### src/rtl/muldiv_sequencer_pkg.sv
// Shared funct codes, FSM state encoding and opcode decode helpers for the
// HI/LO multiply/divide sequencer.
package muldiv_sequencer_pkg;

   localparam logic [5:0] FN_MTHI  = 6'h11;
   localparam logic [5:0] FN_MTLO  = 6'h13;
   localparam logic [5:0] FN_MULT  = 6'h18;
   localparam logic [5:0] FN_MULTU = 6'h19;
   localparam logic [5:0] FN_DIV   = 6'h1A;
   localparam logic [5:0] FN_DIVU  = 6'h1B;

   typedef enum logic [1:0] {
      MD_IDLE = 2'd0,
      MD_CALC = 2'd1,
      MD_SIGN = 2'd2
   } md_state_e;

   function automatic logic is_muldiv(input logic [5:0] funct);
      return (funct == FN_MULT) || (funct == FN_MULTU) ||
             (funct == FN_DIV)  || (funct == FN_DIVU);
   endfunction

   function automatic logic is_signed_op(input logic [5:0] funct);
      return (funct == FN_MULT) || (funct == FN_DIV);
   endfunction

   function automatic logic is_div_op(input logic [5:0] funct);
      return (funct == FN_DIV) || (funct == FN_DIVU);
   endfunction

endpackage

### src/rtl/muldiv_sequencer_sign_adjust.sv
// Combinational conditional two's-complement negate; used for operand
// magnitudes and for the final product/quotient/remainder sign fix-up.
module muldiv_sign_adjust #(
   parameter int unsigned WIDTH = 64
) (
   input  logic             neg_i,
   input  logic [WIDTH-1:0] val_i,
   output logic [WIDTH-1:0] res_o
);

   always_comb begin
      res_o = val_i;
      if (neg_i) begin
         res_o = ~val_i + WIDTH'(1);
      end
   end

endmodule

### src/rtl/muldiv_sequencer.sv
// MIPS MULT/MULTU/DIV/DIVU sequencer owning HI/LO; one bit per cycle.
// Optional macro MULDIV_EARLY_OUT_EN: multiply leaves CALC once the
// remaining multiplier-magnitude bits are all zero.
module muldiv_sequencer
   import muldiv_sequencer_pkg::*;
#(
   parameter int unsigned WIDTH = 32
) (
   input  logic             clock,
   input  logic             reset_n,
   input  logic             w_start_1,
   input  logic [5:0]       w_op_code_6,
   input  logic [WIDTH-1:0] w_input1_x,
   input  logic [WIDTH-1:0] w_input2_x,
   input  logic             w_flush_1,
   output logic             w_busy_1,
   output logic             w_done_1,
   output logic [WIDTH-1:0] w_hi_x,
   output logic [WIDTH-1:0] w_lo_x
);

   localparam int unsigned W2 = 2 * WIDTH;
   localparam int unsigned CW = (WIDTH > 1) ? $clog2(WIDTH) : 1;

   md_state_e        state_q, state_d;
   logic [W2-1:0]    acc_q, acc_d;      // mul: product; div: {remainder, quotient}
   logic [W2-1:0]    mcand_q, mcand_d;
   logic [WIDTH-1:0] opb_q, opb_d;      // mul: multiplier (shifts right); div: divisor
   logic [CW-1:0]    cnt_q, cnt_d;
   logic             div_q, div_d;
   logic             neg_res_q, neg_res_d;
   logic             neg_rem_q, neg_rem_d;
   logic             dvz_q, dvz_d;
   logic [WIDTH-1:0] hi_q, hi_d;
   logic [WIDTH-1:0] lo_q, lo_d;
   logic             done_q, done_d;

   logic             sgn_op, neg_a, neg_b;
   logic [WIDTH-1:0] abs_a, abs_b;
   logic [W2-1:0]    prod_fix;
   logic [WIDTH-1:0] quo_fix, rem_fix;
   logic [WIDTH:0]   rem_sh, diff;
   logic             last_iter;

   assign sgn_op = is_signed_op(w_op_code_6);
   assign neg_a  = sgn_op & w_input1_x[WIDTH-1];
   assign neg_b  = sgn_op & w_input2_x[WIDTH-1];

   muldiv_sign_adjust #(.WIDTH(WIDTH)) u_abs_a (
      .neg_i(neg_a), .val_i(w_input1_x), .res_o(abs_a));
   muldiv_sign_adjust #(.WIDTH(WIDTH)) u_abs_b (
      .neg_i(neg_b), .val_i(w_input2_x), .res_o(abs_b));
   muldiv_sign_adjust #(.WIDTH(W2)) u_fix_prod (
      .neg_i(neg_res_q), .val_i(acc_q), .res_o(prod_fix));
   muldiv_sign_adjust #(.WIDTH(WIDTH)) u_fix_quo (
      .neg_i(neg_res_q), .val_i(acc_q[WIDTH-1:0]), .res_o(quo_fix));
   muldiv_sign_adjust #(.WIDTH(WIDTH)) u_fix_rem (
      .neg_i(neg_rem_q), .val_i(acc_q[W2-1:WIDTH]), .res_o(rem_fix));

   // Restoring step: shift the next dividend bit into the partial remainder.
   assign rem_sh = {acc_q[W2-1:WIDTH], acc_q[WIDTH-1]};
   assign diff   = rem_sh - {1'b0, opb_q};

`ifdef MULDIV_EARLY_OUT_EN
   assign last_iter = (cnt_q == CW'(WIDTH - 1)) ||
                      (!div_q && (opb_q[WIDTH-1:1] == '0));
`else
   assign last_iter = (cnt_q == CW'(WIDTH - 1));
`endif

   always_comb begin
      state_d   = state_q;
      acc_d     = acc_q;
      mcand_d   = mcand_q;
      opb_d     = opb_q;
      cnt_d     = cnt_q;
      div_d     = div_q;
      neg_res_d = neg_res_q;
      neg_rem_d = neg_rem_q;
      dvz_d     = dvz_q;
      hi_d      = hi_q;
      lo_d      = lo_q;
      done_d    = 1'b0;

      unique case (state_q)
         MD_IDLE: begin
            if (w_start_1 && !w_flush_1) begin
               if (is_muldiv(w_op_code_6)) begin
                  div_d     = is_div_op(w_op_code_6);
                  acc_d     = is_div_op(w_op_code_6) ? {{WIDTH{1'b0}}, abs_a} : '0;
                  mcand_d   = {{WIDTH{1'b0}}, abs_a};
                  opb_d     = abs_b;
                  neg_res_d = neg_a ^ neg_b;
                  neg_rem_d = neg_a;
                  dvz_d     = (w_input2_x == '0);
                  cnt_d     = '0;
                  state_d   = MD_CALC;
               end else if (w_op_code_6 == FN_MTHI) begin
                  hi_d = w_input1_x;
               end else if (w_op_code_6 == FN_MTLO) begin
                  lo_d = w_input1_x;
               end
            end
         end

         MD_CALC: begin
            if (div_q) begin
               if (!diff[WIDTH]) begin
                  acc_d = {diff[WIDTH-1:0], acc_q[WIDTH-2:0], 1'b1};
               end else begin
                  acc_d = {rem_sh[WIDTH-1:0], acc_q[WIDTH-2:0], 1'b0};
               end
            end else begin
               acc_d   = acc_q + (opb_q[0] ? mcand_q : '0);
               mcand_d = mcand_q << 1;
               opb_d   = opb_q >> 1;
            end
            cnt_d = cnt_q + CW'(1);
            if (last_iter) begin
               cnt_d   = '0;
               state_d = MD_SIGN;
            end
            if (w_flush_1) begin
               cnt_d   = '0;
               state_d = MD_IDLE;
            end
         end

         MD_SIGN: begin
            state_d = MD_IDLE;
            if (!w_flush_1) begin
               done_d = 1'b1;
               if (div_q) begin
                  // Divide by zero: quotient all ones, remainder fix-up restores raw dividend.
                  lo_d = dvz_q ? '1 : quo_fix;
                  hi_d = rem_fix;
               end else begin
                  {hi_d, lo_d} = prod_fix;
               end
            end
         end

         default: begin
            state_d = MD_IDLE;
            cnt_d   = '0;
         end
      endcase
   end

   always_ff @(posedge clock or negedge reset_n) begin
      if (!reset_n) begin
         state_q   <= MD_IDLE;
         acc_q     <= '0;
         mcand_q   <= '0;
         opb_q     <= '0;
         cnt_q     <= '0;
         div_q     <= 1'b0;
         neg_res_q <= 1'b0;
         neg_rem_q <= 1'b0;
         dvz_q     <= 1'b0;
         hi_q      <= '0;
         lo_q      <= '0;
         done_q    <= 1'b0;
      end else begin
         state_q   <= state_d;
         acc_q     <= acc_d;
         mcand_q   <= mcand_d;
         opb_q     <= opb_d;
         cnt_q     <= cnt_d;
         div_q     <= div_d;
         neg_res_q <= neg_res_d;
         neg_rem_q <= neg_rem_d;
         dvz_q     <= dvz_d;
         hi_q      <= hi_d;
         lo_q      <= lo_d;
         done_q    <= done_d;
      end
   end

   assign w_busy_1 = (state_q != MD_IDLE);
   assign w_done_1 = done_q;
   assign w_hi_x   = hi_q;
   assign w_lo_x   = lo_q;

endmodule

### config.mk
export PLATFORM = sky130hd
export DESIGN_NAME = muldiv_sequencer
export DESIGN_NICKNAME = d
export VERILOG_FILES = /design/src/rtl/muldiv_sequencer_pkg.sv /design/src/rtl/muldiv_sequencer_sign_adjust.sv /design/src/rtl/muldiv_sequencer.sv
export SDC_FILE = /design/constraint.sdc
export NUM_CORES = 1
export LEC_CHECK = 0
export BUFFER_PORTS_ARGS = -buffer_cell sky130_fd_sc_hd__buf_2
export CAP_MARGIN = 40
export CORE_UTILIZATION = 46
export DETAILED_ROUTE_END_ITERATION = 8
export PLACE_DENSITY_LB_ADDON = 0.25
export SLEW_MARGIN = 25
export SYNTH_ARGS = -nofsm -noshare
export SYNTH_HDL_FRONTEND = slang
export SYNTH_HIERARCHICAL = 1
export SYNTH_SLANG_ARGS = --single-unit
### constraint.sdc
create_clock -name clock -period 3.1 [get_ports clock]
set_input_delay 0.155 -clock clock [delete_from_list [all_inputs] [get_ports clock]]
set_output_delay 0.155 -clock clock [all_outputs]
set_load 0.005 [all_outputs]
======== Word-level counts from Yosys, hierarchy flattened ========
Cells that the tools add are included.
cells by class
  add/subtract/negate cells ............... 8
  equal/unequal tests ..................... 18
  mux-type cells .......................... 46
  bitwise logic cells ..................... 9
  reduce and logical (&&, ||, !) cells .... 19
operators by type and width
  operator                 count
  $mux W32                 20
  $mux W64                 9
  $pmux W64 S2             2
  $pmux W32 S2             3
  $add A32 B1 Y32 const B  4
  $not A32 Y32             4
  $add A64 B1 Y64 const B  1
  $add A64 B64 Y64         1
  $not A64 Y64             1
  $eq A6 B5 Y1 const B     6
  $sub A33 B32 Y33         1
  $logic_not A32 Y1        1
  $mux W5                  4
  $ne A2 B2 Y1 const B     8
  $pmux W5 S3              1
  $reduce_and A3 Y1        4
  $mux W2                  4
  $reduce_and A6 Y1        1
  $reduce_bool A2 Y1       3
  $add A5 B1 Y5 const B    1
  $eq A5 B5 Y1 const B     1
  $logic_or A1 B1 Y1       5
  $reduce_and A5 Y1        1
  $pmux W2 S2              1
  11 further kinds         13
storage, ports and cells
  register bits ........................... 236
  input port bits ......................... 74
  output and inout port bits .............. 66
  logic and storage cells ................. 112

======== Depth between registers and ports, before layout ========
Gate-level depths: netlist of the first run.
  depth in word-level cells ............... 8
  gate-level depth with buffers ........... 15
  depth with buffers taken out ............ 14

======== Hierarchy ========
The synthesis of the first run kept the hierarchy.
modules (own cells, without submodules)
  module                             times used  cells an instance  area an instance (µm²)  sequential area each (µm²)
  muldiv_sequencer                   1           2145               17737.0                 5905.7
  muldiv_sign_adjust at u_abs_a ...  4           99                 777.0                   0.0
  muldiv_sign_adjust at u_fix_prod   1           197                1530.2                  0.0

======== Worst setup path before layout of the first run ========
No wires, ideal clock.
  kind .................................... flip-flop to flip-flop
  from .................................... reg opb_q[0]
  to ...................................... reg acc_q[58]
  library setup time ...................... 142 ps
  arrival ................................. 3200 ps
  required time ........................... 2958 ps
  path slack .............................. -241 ps
  cell stages (with the launch flop) ...... 15
  buffers on the path ..................... 1
  clock period less this slack ............ 3341 ps
  cells stage by stage .................... dfrtp_1 clkbuf_1 and2_1 ha_1 fa_1 a211oi_2 nor2_1 a21oi_1 a21boi_0 a2111oi_2 nor2_2 a31oi_1 o221ai_1 xnor2_1 o221ai_1
on the way
  cells in the longest elaborated chain, start to end .. 4
  elaborated cells between the ends (all ways) .. 6
  classes of those cells .................. add/sub (2); mux (4)
ends and longest elaborated chain
  what                                          line                                              text
  start: declaration                            muldiv_sequencer.sv:28                            logic [WIDTH-1:0] opb_q, opb_d;
  start signal: assignment                      muldiv_sequencer.sv:168                           opb_q <= opb_d;
  $mux W64 or $sub A33 B32 Y33 (tied branches)  muldiv_sequencer.sv:114, muldiv_sequencer.sv:62
  $add A64 B64 Y64 or $mux W64 (tied branches)  muldiv_sequencer.sv:114, muldiv_sequencer.sv:108
  $mux W64 *                                    muldiv_sequencer.sv:107                           if (div_q) begin
  $pmux W64 S2 *                                muldiv_sequencer.sv:85                            unique case (state_q)
  end signal: assignment                        muldiv_sequencer.sv:153                           acc_q <= '0;
  end signal: assignment                        muldiv_sequencer.sv:166                           acc_q <= acc_d;
  end: declaration                              muldiv_sequencer.sv:26                            logic [W2-1:0] acc_q, acc_d;
Mark *: on every way between the ends. The rest lies on a longest branch, timed or not.
A chain may end at the register's enable or synchronous reset.

======== Final worst setup path of the first run ========
  from .................................... reg opb_q[0]
  to ...................................... reg acc_q[53]
The elaborated chain is that of the path after synthesis.

==> results.yml, run 1 <==
critical_path:
  path_max_fanout: 12
  r2r_end: "acc_q[53]"
  slowest_stage: "a311o_1"
  endpoint_kind: "flop"
  critPathTopFamily: "compound AO/OA/AOI/OAI gates"
  arrival_ps: 3940
  path_buf_inv: 1
  rrSetupSlack_ps: -400
  max_stage_delay_ps: 480
  rr_worst_depth: 13
  timing.rr.start: "opb_q[0]"
  cp_data_required_time_ps: 3540
  crit_path_cell_trace: "buf_12, and2_1, ha_1, a21oi_1, o21ai_2, a21oi_2, o211ai_1, a221oi_2, o21ai_4, a311o_1, a31oi_4, xor2_1, o221ai_1"
  critPathKind: "flop to flop"
  startpoint_type: "flop"
hold_path:
  holdCritStartpoint: "w_input2_x[29]"
  hold_path.class: "primary input to flop"
  holdPathStages: 4
  hold_end: "opb_q[29]"
logic_synthesis:
  synth.cell_area_um2: 22400
  yosys_warnings: 6
  yosysSeqAreaShare_pct: 26.4
  ys_ff_latch: 236
  synth-compound-area-share_pct: 25.2
  ys_types: 96
  syn_avg_cell_area_um2: 8.17
  yosys.area_share.xor_xnor_pct: 10.4
  syn_nets: 2916
  syn_inst: 2738
  synth_top_family_by_area: "compound AO/OA/AOI/OAI gates"
  async_flop_share_pct: 100
  synth_fa_ha_area_share_pct: 5.88
  yosys.area_share.simple_pct: 20.5
  synth_edf_count: 0
  synth_mux_area_share_pct: 7.26
  synthFlopType: "dfrtp_1"
grt:
  grt_pass1_wl_mm: 130
  grt.overflow.total: 0
  grt_util_all_layers_pct: 33.3
  antenna_found_initial: 1
  grtUsageMet1_pct: 41.4
  busiest_layer: "met2"
  grt_max_degree: 78
  grt_pass1_vias: 22934
  met3_usage_pct: 3.68
  grt_use_met2_pct: 57.1
power:
  p_clk_share_pct: 15.2
  total_power_uw: 24500
  p_per_area_nw_per_um2: 833
  switching_share_pct: 44.1
  intPower_uw: 13700
  pwr-share-comb_pct: 65.9
  max-vdd-ir-drop_v: 0.000609
  power_frac_seq_pct: 18.9
  p_leak_uw: 0.0121
  net-switching-power_uw: 10800
drt:
  first_iter_violations: 2065
  wl_per_cell_um: 21.9
  drc: 0
  viasPerCell: 6.07
  postRouteAntennaNets: 0
  vias: 23539
  wl_mm: 85.0
  dr.pass1.iters: 6
cts:
  clk_pin_slew_worst_paths_ps: 70
  cts.path.max_buffers: 3
  cts_max_level: 1
  cts_tree: "yes"
  clock-sinks: 236
  numCtsBuffers: 29
  root_buffer: "clkbuf_16"
  clkLatencyLatePin_ps: 590
timing:
  max_slew_margin_pct: 48.9
  max_clock_freq_mhz: 286
  fin_crit_sh_pct: 113
  hold_violations: 0
  worst_slack_ps: -401
  rsz0062_at_grt: "true"
  min_period_ps: 3500
  tightest_slew_ps: 767
  fin_skew_ps: 19.7
  maxSlewViolCount: 0
  setup_violations: 42
floorplanning:
  start_util_pct: 46.8
  die_x_um: 223
  die_area_um2: 49500
  num_rows: 80
  ios: 140
  fp.coreArea_um2: 47800
  die_h_um: 223
placed_design:
  place_inst: 3770
  portBuffers: 139
  place.gp.congestion: 0.998
  hpwl_mm: 65.2
job:
  drv_cap: 0
layout:
  drive_gt1_share_pct: 29.5
  finish.utilization_pct: 61.5
  area_growth_pct: 31.4
  nets: 3419
  fin_cells: 3879
run_status:
  status: "finished, violations left"
  violations: "negative setup slack"
## placed cells by master (no fill, tap or decap), types with 63 or more instances in the layout
| master | n |
|---|---|
| a21oi_1 | 109 |
| and2_1 | 63 |
| buf_2 | 138 |
| buf_4 | 464 |
| dfrtp_1 | 231 |
| ha_1 | 75 |
| inv_1 | 74 |
| mux2i_1 | 121 |
| nand2_1 | 380 |
| nand3_1 | 67 |
| nor2_1 | 98 |
| o21ai_0 | 247 |
| xnor2_1 | 223 |
## routing by layer
| metal | up-vias | wire [um] |
|---|---|---|
| li1 | 10997 | - |
| met1 | 11391 | 34600 |
| met2 | 952 | 40300 |
| met3 | 199 | 5090 |
| met4 | 0 | 5010 |
| met5 | - | 0 |
## sequential cells by signal, indices dropped and copies added (netlist names), 2 cells and up
signal,cells
acc_q,64
cnt_q,5
mcand_q,64
opb_q,32
state_q,2
w_hi_x,32
w_lo_x,32
## power groups by stage
stage	logic, uW	registers, uW	clock network [uW]
finish	16100	4620	3720
global route	17300	4700	3860
CTS	15200	4590	3770
detailed placement	14500	4600	0
global placement	14200	4580	0
floorplan	7860	5000	0
## worst min-delay path: stages
cell and delay (ps):
buf_2 110, xnor2_1 70, mux2i_1 110, o21ai_0 90
## timing repair
item,CTS,global route
hold endpoints to repair,82,0
resized for setup,117,104
hold buffers,13,0
cloned,0,0
setup endpoints to repair,59,72
setup buffers,19,23
pin swaps,43,67
## cells by family after synthesis
group / count (synthesis)
multiplexers: 158
AND/OR/NAND/NOR: 882
AO/OA/AOI/OAI: 847
adder cells (fa/ha/maj): 104
XOR/XNOR: 264
flip-flops: 236
buffers and inverters: 247
## through the flow
step / hold slack, ps / setup TNS, ps / instance area, um^2 / worst slack [ps]
2_1_floorplan: -141 / -3.65 / 22500 / -3.65
3_3_place_gp: 191 / -9950 / 26800 / -387
3_5_place_dp: 193 / -11900 / 26900 / -439
4_1_cts: 6.40 / -7610 / 28800 / -373
5_1_grt: 67.6 / -13300 / 29400 / -472
6_report: 17.8 / -8170 / 29400 / -401
## area by class of cell
| type | instances | area [um^2] |
|---|---|---|
| Sequential cell | 236 | 5910 |
| Multi-Input combinational cell | 2255 | 16600 |
| Clock buffer | 35 | 788 |
| Clock inverter | 16 | 220 |
| Timing Repair Buffer | 645 | 4780 |
| Tap cell | 615 | 769 |
| Inverter | 74 | 278 |
| Fill cell | 4188 | 18400 |
| Antenna cell | 3 | 7.51 |
## cell usage after synthesis (41+ instances only)
master	instances	area, um^2
a21oi_1	132	661
clkbuf_1	123	462
inv_1	74	278
ha_1	102	1280
nor2_1	104	390
dfrtp_1	236	5910
a31oi_1	44	275
and2_1	71	444
o21ai_0	293	1470
o21a_1	42	315
mux2i_1	123	1230
nand2_1	384	1440
nand4_1	41	257
o31ai_1	51	383
xnor2_1	228	2000
nand3_1	68	340
## how the worst max path moves through the flow
stage,end,start,slack (ps),cells after the start
3_5_place_dp,acc_q[59],opb_q[0],-440,14
3_3_place_gp,acc_q[47],opb_q[0],-390,16
6_report,acc_q[53],opb_q[0],-400,13
4_1_cts,acc_q[60],opb_q[0],-370,15
5_1_grt,acc_q[61],opb_q[0],-470,15
2_1_floorplan,acc_q[60],opb_q[0],-4,15
Power figures use the tool's default switching activity.
==> run 2: changes to the inputs <==
Settings changed: CELL_PAD_IN_SITES_DETAIL_PLACEMENT from default to 1, CELL_PAD_IN_SITES_GLOBAL_PLACEMENT from default to 1, CORE_ASPECT_RATIO from default to 1.5, CORE_UTILIZATION 46 to 43.
==> run 2 against run 1 <==
  * The flow still finishes with violations (negative setup slack)
  * Fmax down 0.24%
  * Clock power about the same
  * Combinational power up 11%
  * Via count up 4.0%
  * Power up 6.7%
  * Final area up 0.78%
==> results.yml, run 2 (synthesized netlist as in run 1, its figures left out) <==
run_status:
  violations: "negative setup slack"
  status: "finished, violations left"
floorplanning:
  fp.coreArea_um2: 51600
  num_rows: 102
  ios: 140
  die_area_um2: 53000
  start_util_pct: 43.4
  die_x_um: 188
  die_h_um: 281
layout:
  top_regs: "acc_q (64), mcand_q (64)"
  final_common_cell: "buf_4"
  finish.utilization_pct: 57.5
  nets: 3446
  area_growth_pct: 32.4
  final_cell_mix: "buf_4, nand2_1, o21ai_0"
  fin_cells: 3968
  drive_gt1_share_pct: 30.3
timing:
  tightest_slew_ps: 735
  worst_slack_ps: -409
  fin_tns_setup_ps: -9200
  max_clock_freq_mhz: 285
  maxSlewViolCount: 0
  rsz0062_at_grt: "true"
  fin_skew_ps: 12.0
  hold_violations: 0
  fin_crit_sh_pct: 113
  max_slew_margin_pct: 50.7
  setup_violations: 44
  min_period_ps: 3510
drt:
  wl_met1_mm: 35.0
  postRouteAntennaNets: 0
  first_iter_violations: 1438
  vias: 24488
  wl_per_cell_um: 26.0
  topRoutingLayerUsed: "met5"
  wl_mm: 103
  drc: 0
  wl_met2_mm: 51.7
  viasPerCell: 6.17
  wl_met3_mm: 4.80
  dr.pass1.iters: 5
power:
  p_per_area_nw_per_um2: 881
  p_leak_uw: 0.0123
  max-vdd-ir-drop_v: 0.000538
  total_power_uw: 26100
placed_design:
  portBuffers: 139
  place_ws_ps: -539
  place.gp.congestion: 1.01
  hpwl_mm: 77.2
  place_inst: 3863
critical_path:
  crit_path_frequent_cell: "a2111oi_4"
  path_max_fanout: 24
  startpoint_type: "flop"
  timing.rr.start: "opb_q[0]"
  critPathKind: "flop to flop"
  arrival_ps: 3980
  cp_data_required_time_ps: 3570
  max_stage_delay_ps: 450
  slowest_stage: "dfrtp_2"
  r2r_end: "acc_q[62]"
  rr_worst_depth: 13
  crit_path_cell_trace: "buf_8, and2_1, ha_2, a21o_1, a21oi_2, o211a_1, o21ai_0, a2111oi_4, nor2_4, nand2_2, a2111oi_4, mux2i_1, o211ai_1"
  rrSetupSlack_ps: -410
  endpoint_kind: "flop"
cts:
  cts.path.max_buffers: 3
  clk_pin_slew_worst_paths_ps: 70
  cts_max_level: 1
  root_buffer: "clkbuf_16"
  numCtsBuffers: 28
  clkLatencyLatePin_ps: 590
  clock-sinks: 236
  cts_tree: "yes"
hold_path:
  holdPathStages: 4
  hold_path.class: "primary input to flop"
  hold_end: "opb_q[31]"
  holdCritStartpoint: "w_input2_x[31]"
grt:
  grt.overflow.total: 0
  antenna_found_initial: 2
  grt_pass1_vias: 26627
  grt_util_all_layers_pct: 37.8
  grt_max_degree: 127
  grt_pass1_wl_mm: 154
job:
  drv_cap: 0
## run 2: changes by cell type in the layout (fill, tap and decap cells not counted), moves of 4 or more
cell / previous run / this run
and2_1: 63 / 68
and2_4: 9 / 4
buf_4: 464 / 493
dlygate4sd3_1: 13 / 6
ha_1: 75 / 80
ha_4: 26 / 19
mux2i_1: 121 / 116
mux2i_2: 1 / 6
o21ai_1: 45 / 49
xnor2_1: 223 / 227
xnor2_2: 5 / 1
## run 2: power by group
| part | total [uW] | switching (uW) | internal (uW) | leakage [uW] |
|---|---|---|---|---|
| combinational | 17800 | 9640 | 8140 | 0.00885 |
| sequential | 4600 | 716 | 3880 | 0.00292 |
| clock | 3740 | 1570 | 2170 | 0.000485 |
## run 2: metrics by stage
| step | hold slack, ps | cell area, um^2 |
|---|---|---|
| 6_report | 27.4 | 29600 |
| 5_1_grt | 40.2 | 29600 |
| 4_1_cts | 22.4 | 29100 |
| 3_5_place_dp | 226 | 27200 |
| 3_3_place_gp | 221 | 27200 |
| 2_1_floorplan | -141 | 22500 |
## run 2: worst max path at each step
stage / end / slack [ps] / start
after floorplan: acc_q[60] / -4 / opb_q[0]
after global placement: w_hi_x[16] / -500 / acc_q[14]
after CTS: acc_q[62] / -310 / opb_q[0]
after global routing: acc_q[58] / -510 / opb_q[0]
after detailed placement: acc_q[59] / -540 / opb_q[0]
final: acc_q[62] / -410 / opb_q[0]
## run 2: repair_timing
action                                  CTS  global route
setup buffers                            32            14
pin swaps                                52            48
hold buffers                              6             0
gates cloned                              1             0
resized for setup                       135           100
endpoints found under the hold margin    85             0
endpoints found under the setup margin   68            78
## run 2: worst max-delay path: cells and delay by family (launching register included)
kind / cells / cell delay (ps)
AND/OR/NAND/NOR: 3 / 520
AO/OA/AOI/OAI: 7 / 1550
buffers and inverters: 1 / 180
multiplexers: 1 / 310
flip-flops: 1 / 450
adder cells (fa/ha/maj): 1 / 380
## run 2: routing by layer
metal  vias up  track usage (%)
li1      11018                -
met1     12152             36.6
met2       841             69.1
met3       475             4.69
met4         2             36.3
met5         -                0
## run 2: layout make-up
cell class | instances | area [um^2]
clock buffer | 37 | 806
multi-input combinational | 2255 | 16600
tap | 676 | 846
sequential | 236 | 5920
inverter | 74 | 278
timing repair buffer | 673 | 5020
antenna | 2 | 5.00
clock inverter | 15 | 203
fill | 6133 | 21900
